===== config.mk =====
export PLATFORM = sky130hd
export DESIGN_NAME = rs232_tx_ctrl
export DESIGN_NICKNAME = d
export VERILOG_FILES = /design/src/rtl/rs232_tx_ctrl.sv
export SDC_FILE = /design/constraint.sdc
export NUM_CORES = 1
export LEC_CHECK = 0
export ABC_AREA = 1
export CAP_MARGIN = 20
export CORE_UTILIZATION = 57
export CTS_CLUSTER_DIAMETER = 50
export DETAILED_ROUTE_END_ITERATION = 7
export PLACE_DENSITY = 0.85
export SLEW_MARGIN = 15
export SYNTH_ARGS = -nofsm -noshare
export SYNTH_HDL_FRONTEND = slang
export SYNTH_SLANG_ARGS = --single-unit

===== constraint.sdc =====
create_clock -name clk_ref -period 2.1 [get_ports clk_ref]
set_clock_uncertainty 0.05 [all_clocks]
set_input_delay 0.21 -clock clk_ref [delete_from_list [all_inputs] [get_ports clk_ref]]
set_output_delay 0.21 -clock clk_ref [all_outputs]
set_load 0.01 [all_outputs]

===== src/rtl/rs232_tx_ctrl.sv =====
// RS-232 transmitter timing/control stage: byte handshake, baud timing,
// frame-active flag, bit index and held byte for the downstream bit-mux.
module rs232_tx_ctrl #(
    parameter int CLK_FREQ = 50_000_000,
    parameter int BAUD     = 115200
) (
    input  logic       clk_ref,
    input  logic       rst_n,
    input  logic       i_tx_req,
    input  logic [7:0] i_tx_dat,
    output logic       o_tx_rdy,
    output logic       o_rs232_busy,
    output logic [3:0] o_ctrl_cnt,
    output logic [7:0] o_tx_dat,
    output logic       o_tx_done
);

    localparam int          BAUD_DIV  = CLK_FREQ / BAUD;
    localparam logic [15:0] BAUD_LAST = 16'(BAUD_DIV - 1);
    localparam logic [3:0]  LAST_BIT  = 4'd9;

    typedef enum logic {
        IDLE,
        SEND
    } state_t;

    state_t      state, state_d;
    logic [15:0] baud_cnt, baud_cnt_d;
    logic [3:0]  ctrl_cnt_d;
    logic [7:0]  tx_dat_d;
    logic        busy_d;
    logic        done_d;

    always_ff @(posedge clk_ref or negedge rst_n) begin
        if (!rst_n) begin
            state        <= IDLE;
            baud_cnt     <= '0;
            o_ctrl_cnt   <= '0;
            o_tx_dat     <= '0;
            o_rs232_busy <= 1'b0;
            o_tx_done    <= 1'b0;
        end else begin
            state        <= state_d;
            baud_cnt     <= baud_cnt_d;
            o_ctrl_cnt   <= ctrl_cnt_d;
            o_tx_dat     <= tx_dat_d;
            o_rs232_busy <= busy_d;
            o_tx_done    <= done_d;
        end
    end

    always_comb begin
        state_d    = state;
        baud_cnt_d = baud_cnt;
        ctrl_cnt_d = o_ctrl_cnt;
        tx_dat_d   = o_tx_dat;
        busy_d     = o_rs232_busy;
        done_d     = 1'b0;
        unique case (state)
            IDLE: begin
                if (i_tx_req) begin
                    state_d    = SEND;
                    tx_dat_d   = i_tx_dat;
                    busy_d     = 1'b1;
                    ctrl_cnt_d = '0;
                    baud_cnt_d = '0;
                end
            end
            SEND: begin
                if (baud_cnt == BAUD_LAST) begin
                    baud_cnt_d = '0;
                    // Stop bit finished: frame ends, done coincides with IDLE
                    if (o_ctrl_cnt == LAST_BIT) begin
                        state_d    = IDLE;
                        busy_d     = 1'b0;
                        ctrl_cnt_d = '0;
                        done_d     = 1'b1;
                    end else begin
                        ctrl_cnt_d = o_ctrl_cnt + 4'd1;
                    end
                end else begin
                    baud_cnt_d = baud_cnt + 16'd1;
                end
            end
        endcase
    end

    assign o_tx_rdy = (state == IDLE);

endmodule


# [After elaboration in Yosys (flattened, before gate mapping)]
# Index checks and enable logic that the tools add are counted.
[classes] add_sub_neg=2 mul=0 div_mod_pow=0 magnitude_cmp=0 eq_ne=5 shift=0 n_mux=18 bitwise_logic=1 reduce_logical=3
[ops] cell="two-way mux 16 bit" count=2
[ops] cell="case mux 16 bit (2 select lines)" count=1
[ops] cell="adder 16 x 1 -> 16 bit (second input constant)" count=1
[ops] cell="equality test 16 x 9 -> 1 bit (second input constant)" count=1
[ops] cell="two-way mux 4 bit" count=3
[ops] cell="two-way mux 1 bit" count=9
[ops] cell="case mux 4 bit (2 select lines)" count=1
[ops] cell="adder 4 x 1 -> 4 bit (second input constant)" count=1
[ops] cell="equality test 4 bit (second input constant)" count=1
[ops] cell="!= test 2 x 1 -> 1 bit (second input constant)" count=2
[ops] cell="case mux 1 bit (2 select lines)" count=2
[ops] cell="AND reduction 2 bit" count=2
[ops] cell="AND reduction 3 bit" count=1
[ops] cell="!= test 2 bit (second input constant)" count=1
[ops] cell="NOT 1 bit" count=1
[word_totals] regBits=31 latch_bits=0 ram_bits=0 mem_bits_ro=0 out_inout_bits=15 wordCells=35 memories=0

# [Depth between registers and ports, before layout]
# Gate-level depths: netlist (run 1).
[logic_depth] depth_word=4 mapped_depth=11 mapped_depth_nobuf=11

# [Least setup slack after synthesis (run 1)]
# Ideal clock, no wire load.
[synth_timing] path_type="reg2reg" startpoint="reg baud_cnt[1]" endpoint="reg baud_cnt[7]" setup_time_ns=0.126 arrival_ns=1.159 t_required_ns=1.924 slack_ns=0.765 path_stages_with_launch=11 path_buffers=1 period_less_slack_ns=1.335 cell_sequence="dfrtp_1 > inv_1 > ha_1 > inv_1 > nor2_1 > nand2_1 > nor2_2 > nand2_2 > nand2_2 > buf_6 > o21ai_0"
[synth_between] elab_chain_len=3 word_cells_on_any_way=4
[synth_rtl] element="start, declared" line_no="28" text="logic [15:0] baud_cnt, baud_cnt_d;"
[synth_rtl] element="start signal, assigned" line_no="44" text="baud_cnt <= baud_cnt_d;"
[synth_rtl] element="adder 16 x 1 -> 16 bit / equality test 16 x 9 -> 1 bit (equally long branches)" line_no="82, 70"
[synth_rtl] element="two-way mux 16 bit (*)" line_no="70" text="if (baud_cnt == BAUD_LAST) begin"
[synth_rtl] element="case mux 16 bit (2 select lines) (*)" line_no="59" text="unique case (state)"
# Mark *: on every way between the ends. The rest lies on a longest branch, timed or not.
# A chain may end at the register's enable or synchronous reset.

# [Worst setup path after layout (run 1)]
[layout_timing] startpoint="reg state" endpoint="out o_tx_rdy"
[layout_between] elab_chain_len=1
[layout_rtl] element="start, declared" line_no="27" text="state_t state, state_d;"
[layout_rtl] element="start signal, assigned" line_no="43" text="state <= state_d;"
[layout_rtl] element="NOT 1 bit"
[layout_rtl] element="end, declared" line_no="11" text="output logic o_tx_rdy,"
# No other way between the ends.

==> results.tsv, run 1 <==
stage	metric	value	unit
setup_path	CP required	1.84	ns
sta	worst-margin pin slew	0.508	ns
sta	final period utilization	93.3	%
placement	GPL Wtd Cong	0.938	
sta	max-slew violation count	0	
sta	FMAX	0.510	GHz
placement	Place WS	0.447	ns
setup_path	Worst setup SP type	flip-flop	
detailed_routing	Iteration-0 DRC Markers	78	
synth	compound-cell area share of the yosys netlist	5.21	%
layout	area grow syn2layout	20.2	%
cts	CTS Root Cell	clkbuf_4	
synth	Synth Area in Adders	2.89	%
floorplan	row count	19	
cts	Max Buffers Root-to-Sink	2	
detailed_routing	Total Wirelength	3.73	mm
cts	Post-CTS Setup Bufs	0	
setup_path	CP endpoint kind	output pin	
synth	post-synthesis sequential area ratio	44.9	%
floorplan	Die Y	57.1	µm
pwr	maximum VDD drop	0.000362	V
cts	Sink Count	31	
pwr	leakage power	1.00	nW
sta	Final Critical Period	1.96	ns
synth	Simple-Gate Fraction of Synth Area	36.5	%
sta	worst setup slack after layout	0.140	ns
cts	post-CTS sizing	0	
synth	largest family of logic cells by synthesized area	simple AND/OR/NAND/NOR gates	
status	failing checks	DRC	
detailed_routing	drt first pass iters	6	
synth	post-synth top area share	44.9	%
detailed_routing	Vias/cell	5.34	
placement	# port buffers	25	
min_path	type of the most critical hold path	input port to async pin	
synth	Yosys reg bits	31	
pwr	PD cells	538	mW/mm²
grt	largest net degree at the start of global routing	32	
grt	vias in the first global route	1489	
run	Max-Cap Viols	0	
cts	hold_buf cts	0	
grt	gr ovfl total	0	
sta	Final Hold Viols	0	
cts	clock slew at reported path FFs	0.10	ns
grt	first-pass GRT wire length	6.41	mm
layout	commonest non-fill, non-tap cells in the layout	71 x nand2_1, 31 x nand3_1, 31 x dfrtp_1	
layout	share of layout cells above drive strength 1	7.12	%
floorplan	Initial Util	61.6	%
sta	Final TNS setup	0	ns
synth	area leader, netlist	dfrtp_1	
detailed_routing	per-cell routed wire length	12.5	µm
placement	Placed Cells	291	
synth	mux cell area share after synthesis	0	%
cts	CTS tree	done	
setup_path	Setup Crit Path Kind	flip-flop to output pin	
sta	final setup vio count	0	
synth	post-synthesis xor/xnor area fraction	2.03	%
detailed_routing	vias post-DR	1590	
floorplan	Die Wd	57.1	µm
synth	Synthesis Warnings	0	
status	status	finished, violations left	
detailed_routing	residual DRC count	4	
placement	dpl hpwl	2.71	mm
grt	Overall Global Routing Usage	26.0	%
sta	relative slew slack	66.1	%
synth	Avg Cell Area, Syn	7.30	µm²
grt	initial antenna violation count	0	
floorplan	Core Footprint	0.00281	mm²
floorplan	Ports	26	
synth	synth top area cells	dfrtp_1 45%, nand2_1 15%, nand3_1 9.0%	
synth	Post-Synthesis Cell Area	0.00173	mm²
sta	RSZ-0062 raised after global routing	false	
synth	Distinct cells, synth	21	
layout	commonest non-fill, non-tap cell in the layout	nand2_1	
detailed_routing	post-route ant nets	0	
setup_path	worst-path fanout max	15	
synth	synthesized instance count	237	
layout	Final Non-Filler Cells	298	
floorplan	Die ar.	0.00326	mm²
layout	Util after Layout	74.1	%
cts	Num CTS Buffers	5	
setup_path	CP arrival	1.70	ns
layout	Final nets	282	
layout	antenna cells	0	
cts	H-tree Lvls	2	
synth	Net Count, Synth	252	
cts	worst-skew pair later-pin latency	0.33	ns
power by group:
part	internal [mW]	total (mW)	switching, mW
Sequential	0.605	0.610	0.00431
Combinational	0.0360	0.0619	0.0260
Clock	0.245	0.447	0.202
Total	0.886	1.12	0.232
per-layer routing:
metal	vias up	global-route usage, %	routed length [µm]
met5	-	0	0
met4	0	11.1	46
li1	804	-	-
met3	7	7.26	202
met1	736	34.0	1740
met2	43	40.7	1730
cell families after synthesis:
logic type / count (synthesis)
and+or+nand+nor: 145
buffers and inverters: 36
DFF: 31
AOI/OAI and AO/OA: 17
xor gates and xnor gates: 4
adders and majority gates: 4
worst max-delay path, cell delays in order, from the launching register on:
cell             delay [ns]
dfrtp_1                0.67
inv_1                  0.19
clkdlybuf4s50_1        0.52
Yosys cell counts, drive strengths merged:
| library cell | instances |
|---|---|
| nand3 | 31 |
| nand2 | 76 |
| and2 | 1 |
| xnor2 | 1 |
| buf | 4 |
| nor2 | 26 |
| o22ai | 4 |
| nor4 | 1 |
| nand4 | 3 |
| dfrtp | 31 |
| nor3 | 2 |
| o21ai | 13 |
| or2 | 2 |
| xor2 | 3 |
| ha | 4 |
| inv | 32 |
| nand3b | 3 |
path summary, 6_finish.rpt:
check / from / end / slack [ns] / depth (start not counted)
min reg2reg: o_tx_dat[3] / o_tx_dat[3] / 0.43 / 2
min: rst_n / baud_cnt[10] / 0.20 / 2
max in group asynchronous: rst_n / o_tx_dat[6] / 1.50 / 2
max: state / o_tx_rdy / 0.14 / 2
min in group clk_ref: i_tx_dat[5] / o_tx_dat[5] / 0.36 / 3
max reg2reg: state / o_ctrl_cnt[0] / 0.42 / 5
cell type report:
| cell class | instances | area (µm²) |
|---|---|---|
| clock buffer | 6 | 41.3 |
| sequential | 31 | 776 |
| inverter | 32 | 120 |
| multi-input combinational | 170 | 807 |
| fill | 222 | 727 |
| clock inverter | 1 | 30.0 |
| timing repair buffer | 27 | 265 |
| tap | 31 | 38.8 |
sequential cells by signal, indices dropped and copies added (netlist names):
| register | count |
|---|---|
| o_tx_done | 1 |
| o_rs232_busy | 1 |
| o_ctrl_cnt | 4 |
| o_tx_dat | 8 |
| state | 1 |
| baud_cnt | 16 |
metrics by stage:
| step | instance area [µm²] | hold slack, ns | total power, mW |
|---|---|---|---|
| 4_1_cts | 2080 | 0.206 | 1.13 |
| 2_1_floorplan | 1730 | -0.136 | 0.633 |
| 3_5_place_dp | 2010 | 0.407 | 0.685 |
| 6_report | 2080 | 0.200 | 1.12 |
| 5_1_grt | 2080 | 0.236 | 1.16 |
| 3_3_place_gp | 2010 | 0.403 | 0.684 |
Power figures use the tool's default switching activity.
==> run 2, diff against run 1 <==
PLACE_DENSITY = 0.83   (was 0.85)
==> results.tsv, run 2 (synthesis gave the netlist of run 1 again) <==
stage	metric	value	unit	change
grt	largest net degree at the start of global routing	32		unchanged
setup_path	Worst setup SP type	flip-flop		
layout	Reg with most FFs	baud_cnt		
placement	# port buffers	25		unchanged
pwr	maximum VDD drop	0.000355	V	-1.8%
detailed_routing	Total Wirelength	3.89	mm	+4.5%
layout	commonest non-fill, non-tap cell in the layout	nand2_1		
cts	Sink Count	31		unchanged
detailed_routing	per-cell routed wire length	13.1	µm	+4.5%
layout	fill count	238		+7.2%
cts	H-tree Lvls	2		unchanged
cts	Post-CTS Setup Bufs	0		unchanged
sta	Final Critical Period	1.98	ns	+0.0219 ns
sta	worst setup slack after layout	0.118	ns	-0.0219 ns
setup_path	CP required	1.84	ns	about the same
sta	final period utilization	94.4	%	+1.0 points
layout	fin area	0.00206	mm²	-0.72%
status	failing checks	DRC		
floorplan	Die Y	57.1	µm	unchanged
min_path	type of the most critical hold path	input port to async pin		
floorplan	row count	19		unchanged
grt	vias in the first global route	1470		-1.3%
layout	area grow syn2layout	19.3	%	
floorplan	Core Footprint	0.00281	mm²	unchanged
cts	CTS Root Cell	clkbuf_4		
sta	Final Hold Viols	0		unchanged
setup_path	CP endpoint kind	output pin		
setup_path	reg2reg setup slack	0.42	ns	about the same
layout	Util after Layout	73.6	%	-0.54 points
detailed_routing	residual DRC count	6		+2
placement	dpl hpwl	2.84	mm	+4.8%
cts	clock slew at reported path FFs	0.09	ns	about the same
sta	relative slew slack	65.9	%	-0.28 points
placement	DP Area	0.00201	mm²	unchanged
layout	antenna cells	0		unchanged
detailed_routing	drt first pass iters	6		unchanged
setup_path	CP arrival	1.72	ns	+0.02 ns
pwr	switching pwr	220	µW	-5.3%
pwr	Design Power	1.02	mW	-9.2%
floorplan	Die Wd	57.1	µm	unchanged
pwr	leakage power	1.00	nW	-0.42%
setup_path	Critical path origin	state		
pwr	Reg power frac	60.0	%	+5.5 points
layout	max FFs per register	16		unchanged
setup_path	Setup Crit Path Kind	flip-flop to output pin		
floorplan	Die ar.	0.00326	mm²	unchanged
detailed_routing	Iteration-0 DRC Markers	93		+19%
detailed_routing	post-route ant nets	0		unchanged
placement	GPL Wtd Cong	0.884		-5.7%
cts	worst-skew pair later-pin latency	0.33	ns	about the same
pwr	P_int	796	µW	-10%
detailed_routing	Vias/cell	5.36		+0.44%
sta	final setup vio count	0		unchanged
cts	CTS tree	done		
floorplan	Initial Util	61.6	%	unchanged
setup_path	Worst setup endpoint	o_tx_rdy		
grt	gr ovfl total	0		unchanged
grt	Overall Global Routing Usage	27.6	%	+1.6 points
layout	share of layout cells above drive strength 1	7.49	%	+0.37 points
cts	Num CTS Buffers	5		unchanged
placement	Place WS	0.469	ns	+0.0223 ns
sta	max-slew violation count	0		unchanged
floorplan	Ports	26		unchanged
pwr	clock power share	33.9	%	-6.1 points
grt	first-pass GRT wire length	6.65	mm	+3.8%
setup_path	R2R Path Start	state		
detailed_routing	vias post-DR	1597		+0.44%
pwr	PD cells	492	mW/mm²	-8.5%
setup_path	R2R cell count	5		unchanged
cts	post-CTS sizing	0		unchanged
pwr	logic gate share of total power	6.1	%	+0.6 points
sta	RSZ-0062 raised after global routing	false		
sta	Final TNS setup	0	ns	unchanged
layout	Largest regs	baud_cnt: 16 flops, o_tx_dat: 8 flops, o_ctrl_cnt: 4 flops		
pwr	switching share of power	21.7	%	+0.88 points
layout	register area	776	µm²	unchanged
cts	hold_buf cts	0		unchanged
grt	initial antenna violation count	0		unchanged
sta	worst-margin pin slew	0.512	ns	+0.00425 ns
status	status	finished, violations left		
layout	area of the multi-input gates	807	µm²	unchanged
cts	Max Buffers Root-to-Sink	2		unchanged
layout	Final nets	282		unchanged
setup_path	worst-path fanout max	15		unchanged
run	Max-Cap Viols	0		unchanged
sta	FMAX	0.505	GHz	-1.1%
setup_path	Worst R2R End	o_ctrl_cnt[3]		
layout	commonest non-fill, non-tap cells in the layout	71 x nand2_1, 31 x nand3_1, 31 x dfrtp_1		
[run 2: changes by cell type in the layout (fill, tap and decap cells not counted), sizes merged]
cell	change
clkinv	+1
bufinv	-1
[run 2: per-layer routing]
metal	up-vias	part of all wire [%]	track usage, %
met5	-	0	0
met4	0	1.3	11.5
met3	7	7.0	7.94
met2	58	47	41.2
met1	726	44	37.8
li1	806	-	-
[run 2: worst min-delay path by stage]
| stage | from | to | cells after the start |
|---|---|---|---|
| floorplan | rst_n | baud_cnt[0] | 0 |
| global route | rst_n | baud_cnt[5] | 2 |
| CTS | rst_n | baud_cnt[10] | 2 |
| global placement | o_tx_dat[4] | o_tx_dat[4] | 2 |
| detailed placement | o_tx_dat[2] | o_tx_dat[2] | 2 |
| finish | rst_n | baud_cnt[10] | 2 |
[run 2: through the flow]
stage / hold WS [ns] / cells
3_5_place_dp: 0.408 / 291
2_1_floorplan: -0.136 / 237
5_1_grt: 0.224 / 298
4_1_cts: 0.216 / 298
6_report: 0.211 / 298
3_3_place_gp: 0.404 / 291
[run 2: power groups by stage]
stage	registers [mW]	clock network [mW]	logic (mW)
after floorplan	0.626	0	0.00742
after global placement	0.621	0	0.0624
after detailed placement	0.622	0	0.0632
after CTS	0.610	0.354	0.0634
after global routing	0.611	0.383	0.0685
final	0.610	0.344	0.0618
[run 2: cell type report]
class	instances	area share, %
clock inverters	1	0.243
repair buffers	27	12.9
clock buffers	6	2.49
flip-flops and latches	31	37.6
inverters	32	5.82
well taps	31	1.88
multi-input cells	170	39.1
[run 2: worst max-delay path, stage by stage, from the launching register on]
cell             delay (ns)
dfrtp_1                0.67
inv_1                  0.20
clkdlybuf4s50_1        0.52
==> run 3, diff against run 2 <==
GPL_TIMING_DRIVEN = 0   (was not set)
==> results.tsv, run 3 (synthesis gave the netlist of run 1 again) <==
stage	metric	value	unit	change
cts	Post-CTS Setup Bufs	0		unchanged
cts	Sink Count	31		unchanged
cts	Max Buffers Root-to-Sink	2		unchanged
setup_path	Worst R2R End	o_ctrl_cnt[1]		
layout	commonest non-fill, non-tap cells in the layout	71 x nand2_1, 31 x nand3_1, 31 x dfrtp_1		
min_path	Hold EP	o_tx_dat[0]		
placement	GPL Wtd Cong	0.929		+5.0%
setup_path	R2R cell count	11		+6
setup_path	CP arrival	1.52	ns	-0.20 ns
layout	commonest non-fill, non-tap cell in the layout	nand2_1		
detailed_routing	post-route ant nets	0		unchanged
setup_path	CP required	1.84	ns	about the same
setup_path	Setup Crit Path Kind	flip-flop to output pin		
cts	CTS Root Cell	clkbuf_4		
grt	vias in the first global route	1488		+1.2%
grt	Overall Global Routing Usage	26.5	%	-1.1 points
setup_path	R2R Path Start	baud_cnt[1]		
setup_path	Worst setup SP type	flip-flop		
setup_path	worst-path fanout max	6		-9
status	failing checks	DRC		
layout	Reg with most FFs	baud_cnt		
grt	largest net degree at the start of global routing	32		unchanged
setup_path	WP buf/inv	2		unchanged
grt	first-pass GRT wire length	6.60	mm	-0.83%
sta	Final TNS setup	0	ns	unchanged
layout	Final nets	285		+1.1%
placement	Placed Cells	293		+0.69%
sta	final period utilization	84.7	%	-9.7 points
detailed_routing	drt first pass iters	7		+1
layout	fill count	243		+2.1%
min_path	type of the most critical hold path	input port to flip-flop		
pwr	leakage power	1.01	nW	+1.4%
sta	RSZ-0062 raised after global routing	false		
pwr	PD cells	516	mW/mm²	+4.8%
grt	initial antenna violation count	0		unchanged
sta	relative slew slack	55.2	%	-11 points
placement	# port buffers	25		unchanged
setup_path	worst path cell trace	inv_1 > clkdlybuf4s50_1		
floorplan	Initial Util	61.6	%	unchanged
cts	CTS tree	done		
sta	max-slew violation count	0		unchanged
detailed_routing	Vias/cell	5.24		-2.3%
setup_path	CP max-delay cell	clkdlybuf4s50_1		
detailed_routing	Total Wirelength	3.71	mm	-4.9%
layout	share of layout cells above drive strength 1	8.86	%	+1.4 points
sta	Final Critical Period	1.78	ns	-0.203 ns
setup_path	largest delay contributor family on the critical path	buffers and inverters		
cts	H-tree Lvls	2		unchanged
layout	antenna cells	0		unchanged
cts	worst-skew pair later-pin latency	0.33	ns	about the same
sta	final setup vio count	0		unchanged
detailed_routing	residual DRC count	6		unchanged
setup_path	slowest cell delay on critical path	0.56	ns	-0.11 ns
layout	Final Non-Filler Cells	302		+1.3%
setup_path	CP endpoint kind	output pin		
floorplan	Die Wd	57.1	µm	unchanged
status	status	finished, violations left		
grt	gr ovfl total	0		unchanged
detailed_routing	per-cell routed wire length	12.3	µm	-6.1%
sta	worst-margin pin slew	0.671	ns	+0.159 ns
floorplan	row count	19		unchanged
floorplan	Die Y	57.1	µm	unchanged
layout	fin area	0.00210	mm²	+1.6%
layout	max FFs per register	16		unchanged
placement	dpl hpwl	2.69	mm	-5.3%
cts	clock slew at reported path FFs	0.10	ns	about the same
min_path	Worst Hold Depth	3		
run	Max-Cap Viols	0		unchanged
floorplan	Ports	26		unchanged
detailed_routing	Iteration-0 DRC Markers	86		-7.5%
detailed_routing	vias post-DR	1581		-1.0%
sta	Final Hold Viols	0		unchanged
pwr	maximum VDD drop	0.000422	V	+19%
layout	Largest regs	baud_cnt: 16 flops, o_tx_dat: 8 flops, o_ctrl_cnt: 4 flops		
placement	DP Area	0.00201	mm²	+0.31%
floorplan	Die ar.	0.00326	mm²	unchanged
cts	Num CTS Buffers	5		unchanged
floorplan	Core Footprint	0.00281	mm²	unchanged
layout	area grow syn2layout	21.2	%	
min_path	hold_sp	i_tx_dat[0]		
sta	FMAX	0.562	GHz	+11%
layout	Util after Layout	74.7	%	+1.2 points
setup_path	reg2reg setup slack	0.54	ns	+0.12 ns
## run 3: timing repair
item | 4_1_cts | 5_1_grt
hold buffers | 1 | 0
endpoints found under the hold margin | 31 | 0
resized for setup | 0 | 0
## run 3: layer usage
layer	part of all wire, %	GRT usage (%)	vias to the layer above	wire (µm)
met5	0	0	-	0
met4	0.97	7.32	0	36
met3	4.7	7.48	6	173
met2	47	42.9	31	1760
met1	47	35.2	731	1740
li1	-	-	813	-
## run 3: final cells by class
cell class	count	area, µm²	area share [%]
inverter	32	120	5.73
tap	31	38.8	1.85
multi-input combinational	170	807	38.5
clock buffer	7	65.1	3.10
timing repair buffer	26	255	12.2
buffer	4	26.3	1.25
clock inverter	1	7.51	0.358
sequential	31	776	37.0
## run 3: worst register-to-register path, stage by stage, from the launching register on
cell and delay [ns]:
dfrtp_1 0.41, inv_1 0.08, ha_1 0.17, inv_1 0.04
nor2_1 0.11, nand2_1 0.08, nor2_2 0.09, nand2_2 0.09
nand2_2 0.09, nand2_1 0.13, nand2_1 0.08, nand2_1 0.05
## run 3: report_power, final
part           switching, mW  leakage [nW]  internal (mW)
sequential           0.00405         0.397          0.605
clock                  0.216        0.0375          0.196
combinational         0.0256         0.579         0.0349
## run 3: worst max-delay path by stage
stage           startpoint             to  slack [ns]  depth (start not counted)
3_3_place_gp         rst_n  o_ctrl_cnt[0]        0.20                          1
3_5_place_dp      i_tx_req  o_ctrl_cnt[2]        0.46                          6
6_report             state       o_tx_rdy        0.32                          2
4_1_cts              state       o_tx_rdy        0.32                          2
2_1_floorplan  baud_cnt[1]    baud_cnt[7]        0.76                         10
5_1_grt              state       o_tx_rdy        0.25                          2
## run 3: stage by stage
stage / hold WS, ns / power (mW) / setup WS (ns)
floorplan: -0.136 / 0.633 / 0.765
global placement: 0.404 / 0.682 / 0.197
detailed placement: 0.241 / 0.682 / 0.456
CTS: 0.347 / 1.09 / 0.317
global route: 0.336 / 1.12 / 0.250
finish: 0.352 / 1.08 / 0.321
